`src/rtl/banco_instrucoes_prog_if.sv`:
```
// banco_instrucoes_prog_if: fetch and program-load signals of the programmable instruction memory
interface banco_instrucoes_prog_if #(
  parameter int DATA_W = 8,
  parameter int ADDR_W = 8
);
  logic              fetch_en;
  logic [ADDR_W-1:0] addr;
  logic [DATA_W-1:0] instr;
  logic              instr_valid;
  logic              addr_err;
  logic              load_start;
  logic              load_valid;
  logic [DATA_W-1:0] load_data;
  logic              load_last;
  logic              load_ready;
  logic              load_done;
  logic              busy;
  modport master (
    output fetch_en, addr, load_start, load_valid, load_data, load_last,
    input  instr, instr_valid, addr_err, load_ready, load_done, busy
  );
  modport slave (
    input  fetch_en, addr, load_start, load_valid, load_data, load_last,
    output instr, instr_valid, addr_err, load_ready, load_done, busy
  );
endinterface

```
`src/rtl/banco_instrucoes_prog.sv`:
```
// banco_instrucoes_prog: run-time loadable instruction store, zeroed after reset, registered fetch port
module banco_instrucoes_prog #(
  parameter int DATA_W = 8,
  parameter int ADDR_W = 8,
  parameter int DEPTH  = 8
) (
  input logic clk_i,
  input logic rst_i,
  banco_instrucoes_prog_if.slave bus
);
  typedef enum logic [1:0] {CLEAR, RUN, LOAD} state_t;
  localparam int WP_W = DEPTH > 1 ? $clog2(DEPTH) : 1;
  localparam logic [WP_W-1:0] WP_LAST = WP_W'(DEPTH - 1);
  localparam logic [ADDR_W:0] DEPTH_A = (ADDR_W + 1)'(DEPTH);
  state_t state_q, state_d;
  logic [WP_W-1:0] wp_q, wp_d;
  logic [DATA_W-1:0] mem [DEPTH];
  logic [DATA_W-1:0] instr_q, instr_d;
  logic instr_valid_q, instr_valid_d;
  logic addr_err_q, addr_err_d;
  logic load_done_q, load_done_d;
  logic in_range, fetch_ok, accept, wp_end, load_end;
  assign in_range = {1'b0, bus.addr} < DEPTH_A;
  assign fetch_ok = state_q == RUN && bus.fetch_en;
  assign accept   = state_q == LOAD && bus.load_valid;
  assign wp_end   = wp_q == WP_LAST;
  // a load ends on the marked word or when the last entry is written; wp never wraps
  assign load_end = accept && (bus.load_last || wp_end);
  always_comb begin
    state_d       = state_q;
    wp_d          = wp_q;
    instr_d       = fetch_ok ? (in_range ? mem[bus.addr[WP_W-1:0]] : '0) : instr_q;
    instr_valid_d = fetch_ok;
    addr_err_d    = fetch_ok && !in_range;
    load_done_d   = load_end;
    if (state_q == CLEAR) begin
      state_d = wp_end ? RUN : CLEAR;
      wp_d    = wp_end ? '0 : wp_q + 1'b1;
    end else if (state_q == RUN && bus.load_start) begin
      state_d = LOAD;
      wp_d    = '0;
    end else if (accept) begin
      state_d = load_end ? RUN : LOAD;
      wp_d    = load_end ? '0 : wp_q + 1'b1;
    end
  end
  always_ff @(posedge clk_i or posedge rst_i) begin
    if (rst_i) begin
      state_q       <= CLEAR;
      wp_q          <= '0;
      instr_q       <= '0;
      instr_valid_q <= 1'b0;
      addr_err_q    <= 1'b0;
      load_done_q   <= 1'b0;
    end else begin
      state_q       <= state_d;
      wp_q          <= wp_d;
      instr_q       <= instr_d;
      instr_valid_q <= instr_valid_d;
      addr_err_q    <= addr_err_d;
      load_done_q   <= load_done_d;
    end
  end
  // storage has no reset; CLEAR walks it to zero
  always_ff @(posedge clk_i) begin
    if (state_q == CLEAR || accept) mem[wp_q] <= state_q == LOAD ? bus.load_data : '0;
  end
  assign bus.instr       = instr_q;
  assign bus.instr_valid = instr_valid_q;
  assign bus.addr_err    = addr_err_q;
  assign bus.load_done   = load_done_q;
  assign bus.load_ready  = state_q == LOAD;
  assign bus.busy        = state_q != RUN;
endmodule

```
`src/flat_wrapper.sv`:
```
// flat-port wrapper written by rule: the top's interface ports become plain ports
module banco_instrucoes_prog_flat 
#(
  parameter int DATA_W = 8,
  parameter int ADDR_W = 8,
  parameter int DEPTH  = 8
)
  (clk_i, rst_i, bus_fetch_en, bus_addr, bus_load_start, bus_load_valid, bus_load_data, bus_load_last, bus_instr, bus_instr_valid, bus_addr_err, bus_load_ready, bus_load_done, bus_busy);
  banco_instrucoes_prog_if #(.DATA_W(DATA_W), .ADDR_W(ADDR_W)) bus_i ();
  input logic clk_i;
  input logic rst_i;
  input wire logic [$bits(bus_i.fetch_en)-1:0] bus_fetch_en;
  input wire logic [$bits(bus_i.addr)-1:0] bus_addr;
  input wire logic [$bits(bus_i.load_start)-1:0] bus_load_start;
  input wire logic [$bits(bus_i.load_valid)-1:0] bus_load_valid;
  input wire logic [$bits(bus_i.load_data)-1:0] bus_load_data;
  input wire logic [$bits(bus_i.load_last)-1:0] bus_load_last;
  output wire logic [$bits(bus_i.instr)-1:0] bus_instr;
  output wire logic [$bits(bus_i.instr_valid)-1:0] bus_instr_valid;
  output wire logic [$bits(bus_i.addr_err)-1:0] bus_addr_err;
  output wire logic [$bits(bus_i.load_ready)-1:0] bus_load_ready;
  output wire logic [$bits(bus_i.load_done)-1:0] bus_load_done;
  output wire logic [$bits(bus_i.busy)-1:0] bus_busy;
  assign bus_i.fetch_en = bus_fetch_en;
  assign bus_i.addr = bus_addr;
  assign bus_i.load_start = bus_load_start;
  assign bus_i.load_valid = bus_load_valid;
  assign bus_i.load_data = bus_load_data;
  assign bus_i.load_last = bus_load_last;
  assign bus_instr = bus_i.instr;
  assign bus_instr_valid = bus_i.instr_valid;
  assign bus_addr_err = bus_i.addr_err;
  assign bus_load_ready = bus_i.load_ready;
  assign bus_load_done = bus_i.load_done;
  assign bus_busy = bus_i.busy;
  banco_instrucoes_prog #(.DATA_W(DATA_W), .ADDR_W(ADDR_W), .DEPTH(DEPTH)) u_core (.clk_i(clk_i), .rst_i(rst_i), .bus(bus_i));
endmodule
```
`config.mk`:
```
export PLATFORM = sky130hd
export DESIGN_NAME = banco_instrucoes_prog_flat
export DESIGN_NICKNAME = d
export VERILOG_FILES = /design/src/rtl/banco_instrucoes_prog_if.sv /design/src/rtl/banco_instrucoes_prog.sv /design/src/flat_wrapper.sv
export SDC_FILE = /design/constraint.sdc
export NUM_CORES = 1
export LEC_CHECK = 0
export CAP_MARGIN = 25
export CORE_MARGIN = 5
export CORE_UTILIZATION = 55
export CTS_CLUSTER_DIAMETER = 40
export DETAILED_ROUTE_END_ITERATION = 7
export PLACE_DENSITY = 0.85
export SLEW_MARGIN = 40
export SYNTH_ARGS = -nofsm -noshare
export SYNTH_HDL_FRONTEND = slang
export SYNTH_SLANG_ARGS = --single-unit
export TNS_END_PERCENT = 30
```
`constraint.sdc`:
```
create_clock -name clk_i -period 2.4 [get_ports clk_i]
set_input_delay 0.6 -clock clk_i [delete_from_list [all_inputs] [get_ports clk_i]]
set_output_delay 0.6 -clock clk_i [all_outputs]
set_load 0.1 [all_outputs]
```
**After elaboration in Yosys (flattened, before gate mapping)**

Memories as Yosys holds them, arrays and structs flattened.
Index checks and enable logic that the tools add are counted.

- Flip-flop bits (word level): 16
- Latch bits: 0
- RAM bits: 64
- Bits in read-only memories: 0
- Input port bits: 22
- Memories: 1

- $add $sub $neg: 1
- $mul: 0
- Div/mod/pow operators: 0
- Magnitude comparators: 1
- Equal/unequal tests: 4
- Shift-type cells: 0
- Multiplexer cells: 14
- Bitwise gates (word level): 0
- Reduce and logical (&&, ||, !) cells: 10

Memory list:

| name | depth | width | read ports | clocked after Yosys merged registers in | wr ports | RTL line | source |
|---|---|---|---|---|---|---|---|
| u_core.mem | 8 | 8 | 1 | 0 | 1 | banco_instrucoes_prog.sv:17 | `logic [DATA_W-1:0] mem [DEPTH];` |

Operators by type and width:

| operator | count |
|---|---|
| $mux 8 | 2 |
| $mux 3 | 5 |
| $lt 8x4->1 const B | 1 |
| $mux 2 | 4 |
| $logic_and 1x1->1 | 5 |
| $add 3x1->3 const B | 1 |
| $eq 3x3->1 const B | 1 |
| $mux 1 | 3 |
| $reduce_bool 3->1 | 1 |
| $eq 2x1->1 const B | 1 |
| $eq 2x2->1 const B | 1 |
| $logic_not 2->1 | 1 |
| $logic_or 1x1->1 | 2 |
| $ne 2x1->1 const B | 1 |
| $logic_not 1->1 | 1 |

**Logic depth before layout (Yosys ltp)**

Gate-level depths: netlist (run 1).

- Depth in word-level cells: 7
- Mapped depth: 5
- Depth with buffers taken out: 5

**Worst setup path after synthesis (run 1)**

No wires, ideal clock.

- Kind: register to output
- Start: register u_core.state_q[1]
- End: output bus_load_ready
- Data arrival time: 1.650 ns
- Data required time: 1.800 ns
- Setup slack: 0.150 ns
- Cell stages (with the launch flop): 4
- Path buffers: 2
- Path through: dfrtp_1 > clkbuf_1 > nor2b_1 > clkbuf_1

- Cells in the longest elaborated chain, start to end: 1

Ends and longest elaborated chain:

| what | RTL line | source |
|---|---|---|
| start: declaration | banco_instrucoes_prog.sv:15 | `state_t state_q, state_d;` |
| start signal: assignment | banco_instrucoes_prog.sv:56 | `state_q <= state_d;` |
| $eq 2x2->1 | banco_instrucoes_prog.sv:72 | `assign bus.load_ready = state_q == LOAD;` |
| end: declaration | flat_wrapper.sv:21 | `output wire logic [$bits(bus_i.load_ready)-1:0] bus_load_ready;` |

Every way passes these cells.

**Worst setup path in the final report (run 1)**

Same ends and word-level chain as after synthesis.

==> results.sh, run 1 <==
export IMPL_worstSetupPathType="reg -> out"
export IMPL_cpMaxStageDelayCell="dfrtp_1"
export IMPL_crit_path_max_incr_delay_ns=0.52
export IMPL_crit_buf_inv=1
export IMPL_viasPerCell=5.73
export IMPL_power_density_mw_per_mm2=1070
export IMPL_leakage_uw=0.00147
export IMPL_cp_depth=2
export IMPL_synth_area_leaders="edfxtp_1 (60%), dfrtp_1 (12%), mux4_2 (11%)"
export IMPL_die_h_um=86.5
export IMPL_place_congestion=0.758
export IMPL_whs_path_depth=2
export IMPL_grt_pass1_vias=1793
export IMPL_syn_avg_cell_area_um2=17.6
export IMPL_setup_viol=0
export IMPL_fin_util=0.701
export IMPL_wire_per_inst_um=19.5
export IMPL_die_area_mm2=0.00749
export IMPL_drtIter0Drc=140
export IMPL_synth_top_family_by_area="multiplexers"
export IMPL_synthesis_nets=207
export IMPL_maxCapViolCount=0
export IMPL_crit_required_ns=1.80
export IMPL_final_cells=308
export IMPL_yosys_area_top_type_share=0.597
export IMPL_drive_above_1_share=0.250
export IMPL_fin_skew_ns=0.00840
export IMPL_worst_pin_slew_ns=0.690
export IMPL_drc=0
export IMPL_start_util=0.575
export IMPL_synth_edf_count=64
export IMPL_max_freq_ghz=0.458
export IMPL_dpl_hpwl_um=3920
export IMPL_die_width_um=86.5
export IMPL_antenna_found_initial=0
export IMPL_coreArea_mm2=0.00561
export IMPL_netlist_top_cells_count="edfxtp_1 (64), dfrtp_1 (16), mux4_2 (16)"
export IMPL_gr_total_overflow=0
export IMPL_hold_path_class="reg -> reg"
export IMPL_final_hold_viol_count=0
export IMPL_cts_resized_gates=0
export IMPL_cts_tree="done"
export IMPL_cts_root_buf="clkbuf_8"
export IMPL_synth_compound_area_frac=0.0338
export IMPL_cts_buffers=9
export IMPL_tns_ns=0
export IMPL_post_synth_instance_area_mm2=0.00322
export IMPL_cts_sinks=80
export IMPL_yosysSeqAreaShare=0.721
export IMPL_end_kind="primary output"
export IMPL_ant_nets=0
export IMPL_num_io_pins=35
export IMPL_synth_warnings=0
export IMPL_io_buffers=34
export IMPL_slew_violations=0
export IMPL_rows=27
export IMPL_antenna_cells=0
export IMPL_clkTransAtPathRegs_ns=0.08
export IMPL_fin_crit_ns=2.18
export IMPL_cts_buffer_depth=2
export IMPL_min_period_over_period=0.909
export IMPL_dp_cells=292
export IMPL_crit_family="flip-flops"
export IMPL_yosys_area_top_type="edfxtp_1"
export IMPL_area_growth_pct=22.1
export IMPL_synthSimpleGateAreaFrac=0.0722
export IMPL_r2r_cells=3
export IMPL_crit_chain="nor2b_1, buf_12"
export IMPL_status="complete, no violations"
export IMPL_grt_pass1_wl_um=9230
export IMPL_num_vias=1766
export IMPL_rsz0062_at_grt="false"
export IMPL_start_kind="flip-flop"
export IMPL_grtUsageTotal=0.175
export IMPL_htree_levels=3
export IMPL_post_cts_buffers=0
export IMPL_ys_flop_type="edfxtp_1"
export IMPL_cp_arrival_ns=1.58
export IMPL_dr_pass1_iters=4
export IMPL_synth_xor_area_frac=0
export IMPL_wl_um=6020
export IMPL_yosys_cell_count_top_type="edfxtp_1"
export IMPL_nets=255
export IMPL_path_max_fanout=12
export IMPL_synth_cell_types=30
export IMPL_synthAdderAreaFrac=0.00777
export IMPL_hold_buffers=0
export IMPL_clk_latency_ns=0.34
export IMPL_relSlewSlack=0.539
export IMPL_grt_max_degree=17
export IMPL_async_reset_ff_frac=0.200
export IMPL_synthMuxAreaShare=0.140
export IMPL_synthCells=183
export IMPL_ys_seq_elements=80
export IMPL_ir_drop_uv=752
## logic make-up after synthesis
logic type	after synthesis
mux	25
fa+ha+maj	2
simple gates	45
compound gates	18
buf+inv	13
flops	80
## metal layers
metal,vias up,global-route usage,routed length (um)
met5,-,0,0
met4,0,0.102,124
met3,9,0.0428,507
met2,76,0.280,2990
met1,889,0.219,2400
li1,792,-,-
## cell usage in the layout (no fill, tap or decap)
master | Yosys | routed
nand3b_1 | 1 | 1
bufinv_16 | 0 | 3
edfxtp_1 | 64 | 64
ha_1 | 2 | 2
nor2_1 | 12 | 12
nor3_1 | 2 | 2
o21ai_1 | 8 | 8
mux4_2 | 16 | 16
clkbuf_8 | 0 | 9
nand3_1 | 1 | 1
nor3b_1 | 1 | 1
mux2i_1 | 8 | 8
o21a_1 | 1 | 1
dfrtp_1 | 16 | 16
mux2_2 | 1 | 1
nand2b_1 | 5 | 5
buf_12 | 0 | 4
inv_1 | 3 | 3
clkinv_2 | 0 | 1
inv_6 | 0 | 1
a32o_1 | 1 | 1
a21boi_0 | 1 | 1
clkbuf_1 | 3 | 2
o21ai_0 | 3 | 3
clkdlybuf4s50_1 | 0 | 21
and2_1 | 8 | 8
nand2_1 | 9 | 9
buf_4 | 2 | 22
or3_1 | 2 | 2
a21oi_1 | 2 | 2
a22o_1 | 1 | 1
nor2b_1 | 3 | 3
a21bo_2 | 1 | 1
or4_4 | 1 | 1
## tightest hold or removal path, cell delays in order (launching register included)
cell and delay [ns]:
dfrtp_1 0.35, nand2_1 0.05, o21ai_1 0.07
## worst paths after layout
path | startpoint | endpoint | slack (ns)
worst max-delay path | u_core.state_q[1] | bus_load_ready | 0.22
worst min-delay path | u_core.bus.instr[6] | u_core.bus.instr[6] | 0.51
worst max register to register | u_core.state_q[1] | u_core.mem[3][4] | 0.68
worst min register to register | u_core.bus.instr[6] | u_core.bus.instr[6] | 0.51
max in group asynchronous | rst_i | u_core.state_q[0] | 1.29
min in group asynchronous | rst_i | u_core.wp_q[0] | 0.67
## stage by stage
stage / worst slack [ns] / cell area, um2 / hold slack, ns / total power, uW
4_1_cts: 0.194 / 3930 / 0.514 / 4240
2_1_floorplan: 0.150 / 3220 / 0.514 / 2720
3_5_place_dp: 0.0698 / 3700 / 0.497 / 3090
3_3_place_gp: 0.108 / 3700 / 0.471 / 3050
5_1_grt: 0.130 / 3930 / 0.536 / 4390
6_report: 0.217 / 3930 / 0.505 / 4210
## registers in the layout (all words and copies together) (netlist names)
signal and count:
u_core.bus.instr_valid 1, u_core.wp_q 3, u_core.bus.addr_err 1, u_core.bus.instr 8, u_core.bus.load_done 1, u_core.mem 64, u_core.state_q 2
## area by class of cell
cell class	instances	area [um2]
Tap cell	72	90.1
Fill cell	369	1680
Clock inverter	5	104
Inverter	3	11.3
Sequential cell	80	2320
Multi-Input combinational cell	90	818
Timing Repair Buffer	47	455
Clock buffer	11	131
## where the power goes
group / switching (uW) / leakage [uW] / internal [uW]
logic: 700 / 0.000540 / 404
registers: 119 / 0.000809 / 1840
clock network: 461 / 0.000118 / 694
total: 1280 / 0.00147 / 2930
Power figures use the tool's default switching activity.
==> inputs of run 2 (changes only) <==
--- a/config.mk
+++ b/config.mk
@@ -11,6 +11,7 @@
 export CTS_CLUSTER_DIAMETER = 40
 export DETAILED_ROUTE_END_ITERATION = 7
 export PLACE_DENSITY = 0.85
+export RECOVER_POWER = 25
 export SLEW_MARGIN = 40
 export SYNTH_ARGS = -nofsm -noshare
 export SYNTH_HDL_FRONTEND = slang
==> results.sh, run 2 (synthesis gave the netlist of run 1 again) <==
export IMPL_mostFrequentLayoutCell="edfxtp_1"
export IMPL_die_width_um=86.5
export IMPL_dr_pass1_iters=4
export IMPL_gr_total_overflow=0
export IMPL_rsz0062_at_grt="false"
export IMPL_post_cts_buffers=0
export IMPL_coreArea_mm2=0.00561
export IMPL_die_area_mm2=0.00749
export IMPL_grt_pass1_vias=1793
export IMPL_cts_root_buf="clkbuf_8"
export IMPL_min_period_over_period=0.910
export IMPL_start_kind="flip-flop"
export IMPL_clkTransAtPathRegs_ns=0.08
export IMPL_fill_cells=384
export IMPL_max_freq_ghz=0.458
export IMPL_io_buffers=34
export IMPL_tns_ns=0
export IMPL_drtIter0Drc=139
export IMPL_ir_drop_uv=753
export IMPL_maxCapViolCount=0
export IMPL_grt_max_degree=17
export IMPL_htree_levels=3
export IMPL_slew_violations=0
export IMPL_antenna_cells=0
export IMPL_final_cell_mix="edfxtp_1 (64), clkdlybuf4s50_1 (19), mux4_2 (16), dfrtp_1 (16), nor2_1 (12)"
export IMPL_top_register="u_core.mem"
export IMPL_area_growth_pct=20.9
export IMPL_rr_startpoint="u_core.state_q[1]"
export IMPL_antenna_found_initial=0
export IMPL_status="complete, no violations"
export IMPL_wl_um=6040
export IMPL_cts_sinks=80
export IMPL_grt_pass1_wl_um=9230
export IMPL_place_congestion=0.758
export IMPL_setup_viol=0
export IMPL_power_density_mw_per_mm2=1080
export IMPL_worstSetupPathType="reg -> out"
export IMPL_die_h_um=86.5
export IMPL_rows=27
export IMPL_end_kind="primary output"
export IMPL_ant_nets=0
export IMPL_grtUsageTotal=0.175
export IMPL_crit_required_ns=1.80
export IMPL_cts_tree="done"
export IMPL_fin_skew_ns=0.00868
export IMPL_leakage_uw=0.00145
export IMPL_drive_above_1_share=0.237
export IMPL_path_max_fanout=12
export IMPL_min_from="u_core.bus.instr[6]"
export IMPL_num_vias=1772
export IMPL_cts_buffers=9
export IMPL_hold_buffers=0
export IMPL_relSlewSlack=0.540
export IMPL_cts_resized_gates=0
export IMPL_drc=0
export IMPL_viasPerCell=5.75
export IMPL_final_hold_viol_count=0
export IMPL_worst_pin_slew_ns=0.690
export IMPL_dpl_hpwl_um=3920
export IMPL_wire_per_inst_um=19.6
export IMPL_start_util=0.575
export IMPL_clk_latency_ns=0.34
export IMPL_hold_path_class="reg -> reg"
export IMPL_finalPower_uw=4190
export IMPL_cp_arrival_ns=1.58
export IMPL_largest_register_ff_count=64
export IMPL_num_io_pins=35
export IMPL_fin_crit_ns=2.18
export IMPL_nets=255
export IMPL_cts_buffer_depth=2
export IMPL_worstSetupStartpoint="u_core.state_q[1]"
run 2: cell types whose count changed in the layout (fill, tap and decap cells not counted), sizes merged:
cell / previous run / this run
clkdlybuf4s50: 21 / 19
dlygate4sd3: 0 / 2
buf: 26 / 13
clkbuf: 11 / 24
run 2: through the flow:
step | cells | cell area, um2 | util | hold slack [ns] | worst slack, ns
after floorplan | 183 | 3220 | - | 0.514 | 0.150
final | 308 | 3890 | 0.694 | 0.502 | 0.215
after global placement | 292 | 3700 | 0.659 | 0.471 | 0.108
after global routing | 308 | 3890 | 0.694 | 0.534 | 0.130
after detailed placement | 292 | 3700 | 0.659 | 0.497 | 0.0698
after CTS | 308 | 3930 | 0.701 | 0.514 | 0.194
run 2: final timing paths:
| kind | slack [ns] | cells past startpoint | to |
|---|---|---|---|
| hold / removal | 0.50 | 2 | u_core.bus.instr[6] |
| hold reg to reg | 0.50 | 2 | u_core.bus.instr[6] |
| setup / recovery | 0.22 | 2 | bus_load_ready |
| min in group asynchronous | 0.81 | 2 | u_core.bus.instr[1] |
| setup reg to reg | 0.67 | 3 | u_core.mem[3][4] |
| max in group asynchronous | 1.15 | 2 | u_core.state_q[0] |
run 2: metal layers:
metal,track usage,share of wire,up-vias
met4,0.102,0.027,0
met5,0,0,-
li1,-,-,790
met1,0.219,0.40,897
met3,0.0428,0.076,15
met2,0.280,0.50,70
run 2: layout make-up:
| class | count | area, um2 | area share |
|---|---|---|---|
| multi-input cells | 90 | 815 | 0.209 |
| flip-flops and latches | 80 | 2320 | 0.596 |
| clock inverters | 5 | 104 | 0.0267 |
| clock buffers | 11 | 131 | 0.0337 |
| well taps | 72 | 90.1 | 0.0231 |
| inverters | 3 | 11.3 | 0.00289 |
| repair buffers | 47 | 420 | 0.108 |
run 2: power by group:
part           leakage (uW)  internal [uW]  switching, uW
registers          0.000809           1840            120
clock network      0.000118            694            462
logic              0.000523            385            698
run 2: worst max-delay path: stages (launching register included):
cell and delay (ns):
dfrtp_1 0.52, nor2b_1 0.48, buf_12 0.24
